### src/rtl/mmio_req_queue_if.sv
// mmio_req_queue_if: bundles the D-cache request/response signals and the
// SPART command channel that pass through mmio_req_queue.
//   cache side : cpu_valid/cpu_ready/cpu_rw/cpu_addr/cpu_wr_data (request),
//                cpu_rd_valid/cpu_rd_data/cpu_err (response pulse)
//   SPART side : io_valid_data/io_ready_data/io_rw_data/mem_addr/io_wr_data,
//                io_rd_data (read return)
// modport slave  : the queue itself
// modport master : the surroundings (cache + SPART), e.g. a testbench
interface mmio_req_queue_if #(
    parameter int unsigned ADDR_W = 28,
    parameter int unsigned DATA_W = 32
);
    logic              cpu_valid;
    logic              cpu_ready;
    logic              cpu_rw;
    logic [ADDR_W-1:0] cpu_addr;
    logic [DATA_W-1:0] cpu_wr_data;
    logic              cpu_rd_valid;
    logic [DATA_W-1:0] cpu_rd_data;
    logic              cpu_err;

    logic              io_rw_data;
    logic              io_valid_data;
    logic              io_ready_data;
    logic [ADDR_W-1:0] mem_addr;
    logic [DATA_W-1:0] io_wr_data;
    logic [DATA_W-1:0] io_rd_data;

    modport slave (
        input  cpu_valid, cpu_rw, cpu_addr, cpu_wr_data, io_ready_data, io_rd_data,
        output cpu_ready, cpu_rd_valid, cpu_rd_data, cpu_err,
               io_rw_data, io_valid_data, mem_addr, io_wr_data
    );

    modport master (
        output cpu_valid, cpu_rw, cpu_addr, cpu_wr_data, io_ready_data, io_rd_data,
        input  cpu_ready, cpu_rd_valid, cpu_rd_data, cpu_err,
               io_rw_data, io_valid_data, mem_addr, io_wr_data
    );
endinterface

### src/rtl/mmio_req_queue.sv
// mmio_req_queue: small FIFO of D-cache MMIO requests issued one at a time
// to the SPART cache-side port; read data returns as a one-cycle pulse.
// Ports:
//   clk  - system clock
//   rst  - asynchronous active-low reset
//   bus  - mmio_req_queue_if.slave (cache request/response + SPART command)
// Parameters: DEPTH (power of 2, >= 2), ADDR_W, DATA_W, TIMEOUT.
// Optional feature macro MMIO_TIMEOUT_EN: abort a command that SPART has not
// completed within TIMEOUT cycles (cpu_err pulse, reads return 32'hDEADBEEF).
// Without the macro ISSUE waits indefinitely and cpu_err is tied 0.
module mmio_req_queue #(
    parameter int unsigned DEPTH   = 4,
    parameter int unsigned ADDR_W  = 28,
    parameter int unsigned DATA_W  = 32,
    parameter int unsigned TIMEOUT = 1024
) (
    input  logic              clk,
    input  logic              rst,
    mmio_req_queue_if.slave   bus
);
    localparam int unsigned PTR_W = $clog2(DEPTH);
    localparam int unsigned CNT_W = PTR_W + 1;

    localparam logic [0:0] IDLE  = 1'b0;
    localparam logic [0:0] ISSUE = 1'b1;

    // Elaboration-time parameter sanity check
    if (DEPTH < 2 || (DEPTH & (DEPTH - 1)) != 0 || TIMEOUT < 2) begin : g_bad_param
        $error("mmio_req_queue: DEPTH must be a power of 2 >= 2 and TIMEOUT >= 2");
    end

    typedef struct packed {
        logic              rw;
        logic [ADDR_W-1:0] addr;
        logic [DATA_W-1:0] wr_data;
    } req_t;

    req_t              fifo_mem [DEPTH];
    req_t              req_in;
    req_t              head;
    logic [PTR_W-1:0]  wr_ptr;
    logic [PTR_W-1:0]  rd_ptr;
    logic [CNT_W-1:0]  count;
    logic [CNT_W-1:0]  count_nxt;
    logic              push;
    logic              pop;

    logic [0:0]        state;
    logic [0:0]        state_nxt;
    logic              cpu_ready_q;
    logic              ready_nxt;
    logic              io_valid_q;
    logic              io_valid_nxt;
    req_t              io_req_q;
    req_t              io_req_nxt;
    logic              rd_valid_q;
    logic              rd_valid_nxt;
    logic [DATA_W-1:0] rd_data_q;
    logic [DATA_W-1:0] rd_data_nxt;

`ifdef MMIO_TIMEOUT_EN
    localparam int unsigned TMO_W = $clog2(TIMEOUT);
    logic              err_q;
    logic              err_nxt;
    logic [TMO_W-1:0]  tmo_q;
    logic [TMO_W-1:0]  tmo_nxt;
`endif

    assign req_in = '{rw: bus.cpu_rw, addr: bus.cpu_addr, wr_data: bus.cpu_wr_data};
    assign head   = fifo_mem[rd_ptr];
    assign push   = bus.cpu_valid & cpu_ready_q;

    // Occupancy update; a push and a pop in the same cycle cancel out
    always_comb begin
        count_nxt = count;
        if (push && !pop) begin
            count_nxt = count + CNT_W'(1);
        end else if (!push && pop) begin
            count_nxt = count - CNT_W'(1);
        end
    end

    // cpu_ready is registered from the next occupancy
    assign ready_nxt = (count_nxt != CNT_W'(DEPTH));

    // Next-state and registered-output logic
    always_comb begin
        state_nxt    = state;
        io_valid_nxt = io_valid_q;
        io_req_nxt   = io_req_q;
        rd_valid_nxt = 1'b0;
        rd_data_nxt  = rd_data_q;
        pop          = 1'b0;
`ifdef MMIO_TIMEOUT_EN
        err_nxt      = 1'b0;
        tmo_nxt      = tmo_q;
`endif
        case (state)
            IDLE: begin
                // io_ready_data is ignored here; only a queued entry matters
                if (count != '0) begin
                    io_req_nxt   = head;
                    io_valid_nxt = 1'b1;
                    pop          = 1'b1;
                    state_nxt    = ISSUE;
`ifdef MMIO_TIMEOUT_EN
                    tmo_nxt      = '0;
`endif
                end
            end
            ISSUE: begin
                if (bus.io_ready_data) begin
                    io_valid_nxt = 1'b0;
                    state_nxt    = IDLE;
                    if (!io_req_q.rw) begin
                        rd_valid_nxt = 1'b1;
                        rd_data_nxt  = bus.io_rd_data;
                    end
`ifdef MMIO_TIMEOUT_EN
                end else if (tmo_q == TMO_W'(TIMEOUT - 1)) begin
                    // Completion in the expiry cycle is handled above and wins
                    io_valid_nxt = 1'b0;
                    state_nxt    = IDLE;
                    err_nxt      = 1'b1;
                    if (!io_req_q.rw) begin
                        rd_valid_nxt = 1'b1;
                        rd_data_nxt  = DATA_W'(32'hDEADBEEF);
                    end
                end else begin
                    tmo_nxt = tmo_q + TMO_W'(1);
`endif
                end
            end
            default: begin
                state_nxt    = IDLE;
                io_valid_nxt = 1'b0;
            end
        endcase
    end

    // State, pointers and output registers
    always_ff @(posedge clk or negedge rst) begin
        if (!rst) begin
            state       <= IDLE;
            wr_ptr      <= '0;
            rd_ptr      <= '0;
            count       <= '0;
            cpu_ready_q <= 1'b0;
            io_valid_q  <= 1'b0;
            io_req_q    <= '0;
            rd_valid_q  <= 1'b0;
            rd_data_q   <= '0;
`ifdef MMIO_TIMEOUT_EN
            err_q       <= 1'b0;
            tmo_q       <= '0;
`endif
        end else begin
            state       <= state_nxt;
            count       <= count_nxt;
            cpu_ready_q <= ready_nxt;
            io_valid_q  <= io_valid_nxt;
            io_req_q    <= io_req_nxt;
            rd_valid_q  <= rd_valid_nxt;
            rd_data_q   <= rd_data_nxt;
            if (push) begin
                wr_ptr <= wr_ptr + PTR_W'(1);
            end
            if (pop) begin
                rd_ptr <= rd_ptr + PTR_W'(1);
            end
`ifdef MMIO_TIMEOUT_EN
            err_q       <= err_nxt;
            tmo_q       <= tmo_nxt;
`endif
        end
    end

    // Request storage; contents are qualified by count so no reset is needed
    always_ff @(posedge clk) begin
        if (push) begin
            fifo_mem[wr_ptr] <= req_in;
        end
    end

    assign bus.cpu_ready     = cpu_ready_q;
    assign bus.cpu_rd_valid  = rd_valid_q;
    assign bus.cpu_rd_data   = rd_data_q;
    assign bus.io_valid_data = io_valid_q;
    assign bus.io_rw_data    = io_req_q.rw;
    assign bus.mem_addr      = io_req_q.addr;
    assign bus.io_wr_data    = io_req_q.wr_data;
`ifdef MMIO_TIMEOUT_EN
    assign bus.cpu_err       = err_q;
`else
    assign bus.cpu_err       = 1'b0;
`endif

endmodule

### src/flat_wrapper.sv
// flat-port wrapper written by rule: the top's interface ports become plain ports
module mmio_req_queue_flat 
#(
    parameter int unsigned DEPTH   = 4,
    parameter int unsigned ADDR_W  = 28,
    parameter int unsigned DATA_W  = 32,
    parameter int unsigned TIMEOUT = 1024
)
  (clk, rst, bus_cpu_valid, bus_cpu_rw, bus_cpu_addr, bus_cpu_wr_data, bus_io_ready_data, bus_io_rd_data, bus_cpu_ready, bus_cpu_rd_valid, bus_cpu_rd_data, bus_cpu_err, bus_io_rw_data, bus_io_valid_data, bus_mem_addr, bus_io_wr_data);
  mmio_req_queue_if #(.ADDR_W(ADDR_W), .DATA_W(DATA_W)) bus_i ();
  input  logic clk;
  input  logic rst;
  input wire logic [$bits(bus_i.cpu_valid)-1:0] bus_cpu_valid;
  input wire logic [$bits(bus_i.cpu_rw)-1:0] bus_cpu_rw;
  input wire logic [$bits(bus_i.cpu_addr)-1:0] bus_cpu_addr;
  input wire logic [$bits(bus_i.cpu_wr_data)-1:0] bus_cpu_wr_data;
  input wire logic [$bits(bus_i.io_ready_data)-1:0] bus_io_ready_data;
  input wire logic [$bits(bus_i.io_rd_data)-1:0] bus_io_rd_data;
  output wire logic [$bits(bus_i.cpu_ready)-1:0] bus_cpu_ready;
  output wire logic [$bits(bus_i.cpu_rd_valid)-1:0] bus_cpu_rd_valid;
  output wire logic [$bits(bus_i.cpu_rd_data)-1:0] bus_cpu_rd_data;
  output wire logic [$bits(bus_i.cpu_err)-1:0] bus_cpu_err;
  output wire logic [$bits(bus_i.io_rw_data)-1:0] bus_io_rw_data;
  output wire logic [$bits(bus_i.io_valid_data)-1:0] bus_io_valid_data;
  output wire logic [$bits(bus_i.mem_addr)-1:0] bus_mem_addr;
  output wire logic [$bits(bus_i.io_wr_data)-1:0] bus_io_wr_data;
  assign bus_i.cpu_valid = bus_cpu_valid;
  assign bus_i.cpu_rw = bus_cpu_rw;
  assign bus_i.cpu_addr = bus_cpu_addr;
  assign bus_i.cpu_wr_data = bus_cpu_wr_data;
  assign bus_i.io_ready_data = bus_io_ready_data;
  assign bus_i.io_rd_data = bus_io_rd_data;
  assign bus_cpu_ready = bus_i.cpu_ready;
  assign bus_cpu_rd_valid = bus_i.cpu_rd_valid;
  assign bus_cpu_rd_data = bus_i.cpu_rd_data;
  assign bus_cpu_err = bus_i.cpu_err;
  assign bus_io_rw_data = bus_i.io_rw_data;
  assign bus_io_valid_data = bus_i.io_valid_data;
  assign bus_mem_addr = bus_i.mem_addr;
  assign bus_io_wr_data = bus_i.io_wr_data;
  mmio_req_queue #(.DEPTH(DEPTH), .ADDR_W(ADDR_W), .DATA_W(DATA_W), .TIMEOUT(TIMEOUT)) u_core (.clk(clk), .rst(rst), .bus(bus_i));
endmodule
### config.mk
export PLATFORM = sky130hd
export DESIGN_NAME = mmio_req_queue_flat
export DESIGN_NICKNAME = d
export VERILOG_FILES = /design/src/rtl/mmio_req_queue_if.sv /design/src/rtl/mmio_req_queue.sv /design/src/flat_wrapper.sv
export SDC_FILE = /design/constraint.sdc
export NUM_CORES = 1
export LEC_CHECK = 0
export CORE_MARGIN = 1
export CORE_UTILIZATION = 50
export CTS_BUF_LIST = sky130_fd_sc_hd__clkbuf_8
export DETAILED_ROUTE_END_ITERATION = 10
export PLACE_DENSITY = 0.83
export SLEW_MARGIN = 20
export SYNTH_ARGS = -nofsm -noshare
export SYNTH_HDL_FRONTEND = slang
export SYNTH_SLANG_ARGS = --single-unit
### constraint.sdc
create_clock -name clk -period 2.4 [get_ports clk]
set_input_delay 0.6 -clock clk [delete_from_list [all_inputs] [get_ports clk]]
set_output_delay 0.6 -clock clk [all_outputs]
set_load 0.01 [all_outputs]
* Word level (Yosys, flattened, before mapping)
Memories as Yosys holds them, arrays and structs flattened. A register that Yosys moved wholly into a read port is not among the register bits.
Index checks and enable logic that the tools add are counted.
** Cells by class
- Mux-type cells :: 14
- Reductions and logical operators :: 9
- Add/subtract/negate cells :: 4
- Equal/unequal tests :: 3
- Bitwise logic cells :: 3
** Operators by type and width (count)
- $mux 1 :: 10
- $mux 3 :: 2
- $add 2x1->2 const B :: 2
- $pmux 1 s2 :: 2
- $reduce_and 2->1 :: 2
- $add 3x1->3 const B :: 1
- $logic_not 1->1 :: 3
- $ne 3x3->1 const B :: 1
- $reduce_and 3->1 :: 1
- $reduce_bool 3->1 :: 1
- $sub 3x1->3 const B :: 1
- $logic_and 1x1->1 :: 2
- $ne 2x1->1 const B :: 1
- $ne 2x2->1 const B :: 1
- $not 1->1 :: 2
- $and 1x1->1 :: 1
** Storage, ports and cells
- Bits in registers :: 43
- Memories kept :: 1
- Memory bits (writable) :: 244
- Output and inout bits :: 97
** Memory list
- u_core.fifo_mem :: depth 4, width 61, rd ports 1, clocked after Yosys merged registers in 1, wr ports 1, RTL line mmio_req_queue.sv:38 : req_t fifo_mem [DEPTH];

* Depth between registers and ports, before layout
Gate-level depths: netlist of the first run.
- Depth after elaboration :: 7
- Depth in mapped cells :: 7
- Depth with buffers taken out :: 6

* Worst setup path before layout of the first run
OpenSTA, ideal clock, no wires.
- Path kind :: register -> register
- From :: register u_core.wr_ptr[0]
- To :: memory u_core.fifo_mem[0][0] (netlist name), enable pin
- Setup slack :: -0.136 ns
- Setup time :: 0.426 ns
- Path buffers :: 0
- Cell stages (with the launch flop) :: 4
- Arrival time :: 2.110 ns
- Data required time :: 1.974 ns
- Clock period less this slack :: 2.536 ns
- Path through :: dfrtp_1 inv_1 ha_1 and3_1
** RTL lines
- from (decl) :: RTL line mmio_req_queue.sv:41 : logic [PTR_W-1:0] wr_ptr;
- from (signal assigned) :: RTL line mmio_req_queue.sv:166 : wr_ptr <= wr_ptr + PTR_W'(1);
- to (decl) :: RTL line mmio_req_queue.sv:38
No word-level cell before the write port.

* Worst setup path after layout of the first run
- From :: register u_core.cpu_ready_q (netlist: u_core.bus.cpu_ready)
- To :: output port bus_cpu_ready
** RTL lines
- from (decl) :: RTL line mmio_req_queue.sv:50 : logic cpu_ready_q;
- from (signal assigned) :: RTL line mmio_req_queue.sv:160 : cpu_ready_q <= ready_nxt;
- to (decl) :: RTL line flat_wrapper.sv:19 : output wire logic [$bits(bus_i.cpu_ready)-1:0] bus_cpu_ready;
No word-level cell between the ends.

==> results of run 1 <==
## cell type report
| class | count | area [µm²] | share of cell area [%] |
|---|---|---|---|
| Clock inverter | 33 | 226 | 1.36 |
| Sequential cell | 348 | 9940 | 59.9 |
| Clock buffer | 62 | 853 | 5.14 |
| Timing Repair Buffer | 213 | 2260 | 13.6 |
| Multi-Input combinational cell | 324 | 2880 | 17.4 |
| Tap cell | 330 | 413 | 2.49 |
| Inverter | 5 | 18.8 | 0.113 |
| Antenna cell | 1 | 2.50 | 0.0151 |
## flip-flops by register name, indices dropped and copies added (netlist names)
| signal | flops |
|---|---|
| u_core.fifo_mem | 244 |
| u_core.rd_ptr | 2 |
| u_core.bus.cpu_ready | 1 |
| u_core.bus.io_valid_data | 1 |
| u_core.wr_ptr | 2 |
| u_core.count | 3 |
| u_core.state | 1 |
| u_core.bus.cpu_rd_data | 32 |
| u_core.bus.io_wr_data | 32 |
| u_core.bus.cpu_rd_valid | 1 |
| u_core.bus.io_rw_data | 1 |
| u_core.bus.mem_addr | 28 |
## layer usage
layer | vias up | part of all wire, % | wire (µm)
met5 | - | 0 | 0
met4 | 0 | 2.0 | 528
met3 | 36 | 6.7 | 1770
met2 | 264 | 50 | 13100
met1 | 3504 | 42 | 11000
li1 | 3141 | - | -
## power breakdown
group	leakage, nW	internal [mW]	total, mW	switching (mW)
registers	3.49	8.15	9.03	0.871
logic	2.23	3.46	6.33	2.87
clock network	0.617	2.68	4.88	2.20
## cells by family (layout without fill, tap and decap cells)
| group | after synthesis | in the layout | share of synthesized area, % |
|---|---|---|---|
| DFF | 348 | 348 | 76.4 |
| and+or+nand+nor | 209 | 209 | 6.33 |
| muxes | 93 | 93 | 14.1 |
| buffers and inverters | 35 | 313 | 1.65 |
| AOI/OAI and AO/OA | 11 | 11 | 0.568 |
| adders and majority gates | 7 | 7 | 0.674 |
| xor gates and xnor gates | 3 | 3 | 0.202 |
| other | 1 | 2 | 0.0289 |
## Yosys cell counts, types with 2 or more instances
cell type,instances,area (µm²)
nand2_1,188,706
o21a_1,2,15.0
nor3_1,2,10.0
ha_1,7,87.6
nand3_1,2,10.0
mux4_2,34,766
inv_1,5,18.8
mux4_1,27,709
nor2_1,5,18.8
buf_6,7,78.8
mux2_2,32,360
a21oi_1,2,10.0
o21ai_0,3,15.0
buf_2,12,60.1
buf_4,4,30.0
dfrtp_1,104,2600
clkbuf_1,7,26.3
and3_1,4,25.0
xnor2_1,3,26.3
edfxtp_1,244,7330
## cell usage in the layout (no fill, tap or decap), types with 3 or more instances in the layout
cell and n:
dfrtp_1 102, clkbuf_8 62, nor2_1 4, xnor2_1 3, inv_1 19, buf_4 7
mux2_2 32, o21ai_0 3, and3_4 4, mux4_1 27, edfxtp_1 244, clkdlybuf4s50_1 191
mux4_2 34, nand2_1 187, bufinv_16 3, clkinv_2 12, buf_12 15, ha_1 7
## worst paths after layout
path                                         from                    endpoint  slack, ps
max                          u_core.bus.cpu_ready               bus_cpu_ready        120
min                                           rst  u_core.bus.cpu_rd_data[20]         60
max reg2reg                       u_core.count[0]        u_core.bus.cpu_ready        600
min reg2reg                u_core.bus.mem_addr[1]      u_core.bus.mem_addr[1]        470
max in group asynchronous                     rst  u_core.bus.cpu_rd_data[11]       1650
min in group clk           u_core.bus.mem_addr[1]      u_core.bus.mem_addr[1]        470
## per-stage QoR
stage	utilization [%]	instances	power [mW]	setup WS, ps	hold slack [ps]
4_1_cts	65.5	1315	20.5	112	52.4
3_5_place_dp	61.3	1220	15.6	136	461
3_3_place_gp	61.3	1220	15.3	259	459
2_1_floorplan	-	707	12.4	532	304
5_1_grt	65.5	1316	21.3	53.8	79.1
6_report	65.5	1316	20.2	119	60.1
==> impl_metrics.tcl, run 1 <==
set metrics [dict create \
    outcome "complete, no violations" \
    slew-limit-headroom_pct 57.2 \
    synthesis.nets 811 \
    cts_buffers 51 \
    wl_per_cell_um 20.0 \
    rows 58 \
    busiest_layer "met2" \
    portBuffers 192 \
    cp_max_fo 8 \
    netlist_area_um2 13000 \
    tightest_slew_ps 643 \
    total_leakage_power_nw 6.33 \
    gp_congestion 0.766 \
    grt_overflow 0 \
    drt.antenna.violating_nets 0 \
    synthArstFlopShare_pct 29.9 \
    fin_area_um2 16600 \
    cts.clk_slew.worst_paths_ps 70 \
    nets 1047 \
    netlist-cell-type-count 33 \
    avgViaCountPerCell 5.28 \
    critPathTopFamily "buffers and inverters" \
    cp.arrival_ps 1680 \
    pwr_density_cell_nw_per_um2 1220 \
    finClkSkew_ps 26.2 \
    slowest_delay_ps 620 \
    ir_drop_v 0.000608 \
    hold_path.class "in2async" \
    cp.depth 1 \
    cts_num_sinks 348 \
    hpwl_um 16500 \
    yosysWarningCount 0 \
    end_kind "primary output" \
    ios 194 \
    place_area_um2 15500 \
    holdBufCountCts 0 \
    gr-usage-met1_pct 26.9 \
    grt_pass1_vias 7390 \
    cap_violations 0 \
    grt_pass1_wl_um 40700 \
    die_w_um 163 \
    synthFlopType "edfxtp_1" \
    dieHeight_um 163 \
    drt_iter0_drc 436 \
    rsz0062_at_grt "no" \
    r2r_cells 6 \
    cts_root_buf "clkbuf_8" \
    finalHoldViolCount 0 \
    syn_inst 707 \
    path_class "reg2out" \
    initial_core_util_pct 51.3 \
    layout-drive-gt1-share_pct 17.9 \
    core_area_um2 25300 \
    startpoint_type "flip-flop" \
    vias 6945 \
    yosysSeqAreaShare_pct 76.4 \
    postCtsSetupRepairBufs 0 \
    yosys_register_bits 348 \
    grt_usage_pct 20.5 \
    filler_cell_count 1669 \
    cts_max_level 2 \
    syn2layout_area_growth_pct 27.8 \
    dr.pass1.iters 4 \
    grt_use_met2_pct 34.5 \
    cp.buffers_inverters 1 \
    cts_tree "yes" \
    wl_um 26400 \
    clock_latency_ps 570 \
    worstPathCellList "clkdlybuf4s50_1" \
    grt_max_degree 45 \
    use_met3_pct 3.61 \
    critical_path_required_ps 1800 \
    finalSetupTns_ps 0 \
    antenna_found_initial 1 \
    fin_crit_ps 2280 \
    synth_edf_count 244 \
    fmax_mhz 438 \
    clockBufferDepth 3 \
    drc 0 \
    slew_viol_final 0 \
    die_area_um2 26600 \
    setup_viol 0 \
    critPathSlowestCell "clkdlybuf4s50_1" \
    syn_area_per_cell_um2 18.4 \
    cts_resized 0 \
    period_share_pct 95.1 \
]
No activity file was read; power rests on OpenSTA's default activity.
==> run 2, diff against run 1 <==
--- a/config.mk
+++ b/config.mk
@@ -9,7 +9,8 @@
 export CORE_UTILIZATION = 50
 export CTS_BUF_LIST = sky130_fd_sc_hd__clkbuf_8
 export DETAILED_ROUTE_END_ITERATION = 10
-export PLACE_DENSITY = 0.83
+export PLACE_DENSITY = 0.8
+export SETUP_SLACK_MARGIN = 0.4
 export SLEW_MARGIN = 20
 export SYNTH_ARGS = -nofsm -noshare
 export SYNTH_HDL_FRONTEND = slang
==> constraint.sdc (replaced) <==
create_clock -name clk -period 2.31 [get_ports clk]
set_input_delay 0.5775 -clock clk [delete_from_list [all_inputs] [get_ports clk]]
set_output_delay 0.5775 -clock clk [all_outputs]
set_load 0.01 [all_outputs]
==> run 2 against run 1 <==
Sequential power increased by 3.1%. Register-to-register slack got worse by 90 ps. Die area unchanged. Wire length is 0.10% lower. Highest routed layer is now met5. Critical path type unchanged. Critical path depth unchanged. Core utilization down 0.54 points. Clock skew is 11 ps lower. Via count is 0.35% higher.
==> impl_metrics.tcl, run 2 (synthesized netlist as in run 1, its figures left out) <==
set metrics [dict create \
    startpoint_type "flip-flop" \
    min_from "u_core.bus.mem_addr[10]" \
    path_class "reg2out" \
    cts_buffers 52 \
    pre_cts_ws_ps 118 \
    cp_max_fo 2 \
    nets 1053 \
    total_leakage_power_nw 6.50 \
    grt_overflow 0 \
    grt_pass1_vias 7305 \
    final_util_pct 65.0 \
    clock_latency_ps 550 \
    gp_congestion 0.774 \
    use_met3_pct 5.61 \
    dr.pass1.iters 5 \
    critPathSlowestCell "dfrtp_1" \
    worstPathCellList "dlygate4sd2_1" \
    hold_path.class "reg2reg" \
    final_common_cell "edfxtp_1" \
    critPathTopFamily "flip-flops" \
    drt_iter0_drc 542 \
    portBuffers 192 \
    grt_use_met2_pct 32.6 \
    grt_usage_pct 20.4 \
    critical_path_required_ps 1730 \
    largest-register "u_core.fifo_mem" \
    seq_area_um2 9940 \
    grt_max_degree 50 \
    fin_area_um2 16500 \
    busiest_layer "met2" \
    cp.buffers_inverters 1 \
    hpwl_um 16700 \
    rows 58 \
    cts_root_buf "clkbuf_8" \
    cap_violations 0 \
    avgViaCountPerCell 5.27 \
    clockBufferDepth 3 \
    cts_num_sinks 348 \
    dieHeight_um 163 \
    cts.clk_slew.worst_paths_ps 60 \
    wl_um 26300 \
    largest_reg_flops 244 \
    layout-drive-gt1-share_pct 17.5 \
    grt_pass1_wl_um 40600 \
    initial_core_util_pct 51.3 \
    cp-startpoint "u_core.bus.io_wr_data[22]" \
    drt.antenna.violating_nets 0 \
    setup_viol 0 \
    p_seq_share_pct 46.3 \
    multi_input_area_um2 2880 \
    cts_tree "yes" \
    slew_viol_final 0 \
    finalHoldViolCount 0 \
    rsz0062_at_grt "no" \
    antenna_found_initial 5 \
    most-common-layout-cells "edfxtp_1 (244), nand2_1 (187), dfrtp_1 (101)" \
    die_area_um2 26600 \
    place_area_um2 15600 \
    vias 6969 \
    fmax_mhz 536 \
    ir_drop_v 0.000657 \
    filler_cell_count 1706 \
    core_area_um2 25300 \
    p_sw_share_pct 30.6 \
    syn2layout_area_growth_pct 26.7 \
    finalSetupTns_ps 0 \
    slowest_delay_ps 430 \
    finClkSkew_ps 15.2 \
    fin_ws_ps 445 \
    p_int_mw 13.9 \
    power_mw 20.1 \
    drc 0 \
    outcome "complete, no violations" \
    cp.arrival_ps 1290 \
    period_share_pct 80.7 \
    cts_max_level 2 \
    ios 194 \
    wl_per_cell_um 19.9 \
    rr_startpoint "u_core.rd_ptr[0]" \
    end_kind "primary output" \
    fin_crit_ps 1860 \
    combPwrFrac_pct 30.6 \
    power.switching_mw 6.14 \
    gr-usage-met1_pct 27.5 \
    pwr_density_cell_nw_per_um2 1220 \
    die_w_um 163 \
    pwr-share-clk_pct 23.1 \
]
-- run 2: cell type report --
cell class | count | share of cell area [%]
Tap cell | 330 | 2.51
Clock buffer | 57 | 4.77
Multi-Input combinational cell | 324 | 17.5
Inverter | 5 | 0.114
Antenna cell | 2 | 0.0304
Timing Repair Buffer | 218 | 13.5
Sequential cell | 348 | 60.4
Clock inverter | 39 | 1.16
-- run 2: timing repair --
item,4_1_cts,5_1_grt
hold buffers,1,0
endpoints found under the setup margin,96,5
gates resized for setup,99,3
endpoints found under the hold margin,28,0
buffers inserted,0,1
-- run 2: worst paths after layout --
check / to / slack (ps) / depth (start not counted)
worst max-delay path: bus_io_wr_data[22] / 450 / 1
min in group asynchronous: u_core.bus.io_wr_data[30] / 510 / 2
worst min-delay path: u_core.bus.mem_addr[10] / 470 / 2
worst max register to register: u_core.bus.mem_addr[17] / 510 / 4
worst min register to register: u_core.bus.mem_addr[10] / 470 / 2
max in group asynchronous: u_core.bus.io_wr_data[6] / 1150 / 3
-- run 2: power groups by stage --
stage	Sequential [mW]	Clock (mW)	Combinational (mW)
final	9.31	4.64	6.14
after floorplan	9.52	0	3.39
after global placement	9.41	0	6.58
after detailed placement	9.48	0	6.75
after global routing	9.49	5.02	6.68
after CTS	9.34	4.74	6.22
-- run 2: routing by layer --
| layer | vias up | wire, µm |
|---|---|---|
| met3 | 44 | 2300 |
| met1 | 3477 | 11300 |
| met2 | 284 | 12300 |
| met5 | - | 31 |
| met4 | 4 | 475 |
| li1 | 3160 | - |
-- run 2: metrics by stage --
| stage | std cells | hold slack, ps |
|---|---|---|
| 2_1_floorplan | 707 | 282 |
| 3_3_place_gp | 1223 | 458 |
| 3_5_place_dp | 1223 | 461 |
| 4_1_cts | 1320 | 473 |
| 5_1_grt | 1321 | 486 |
| 6_report | 1323 | 465 |
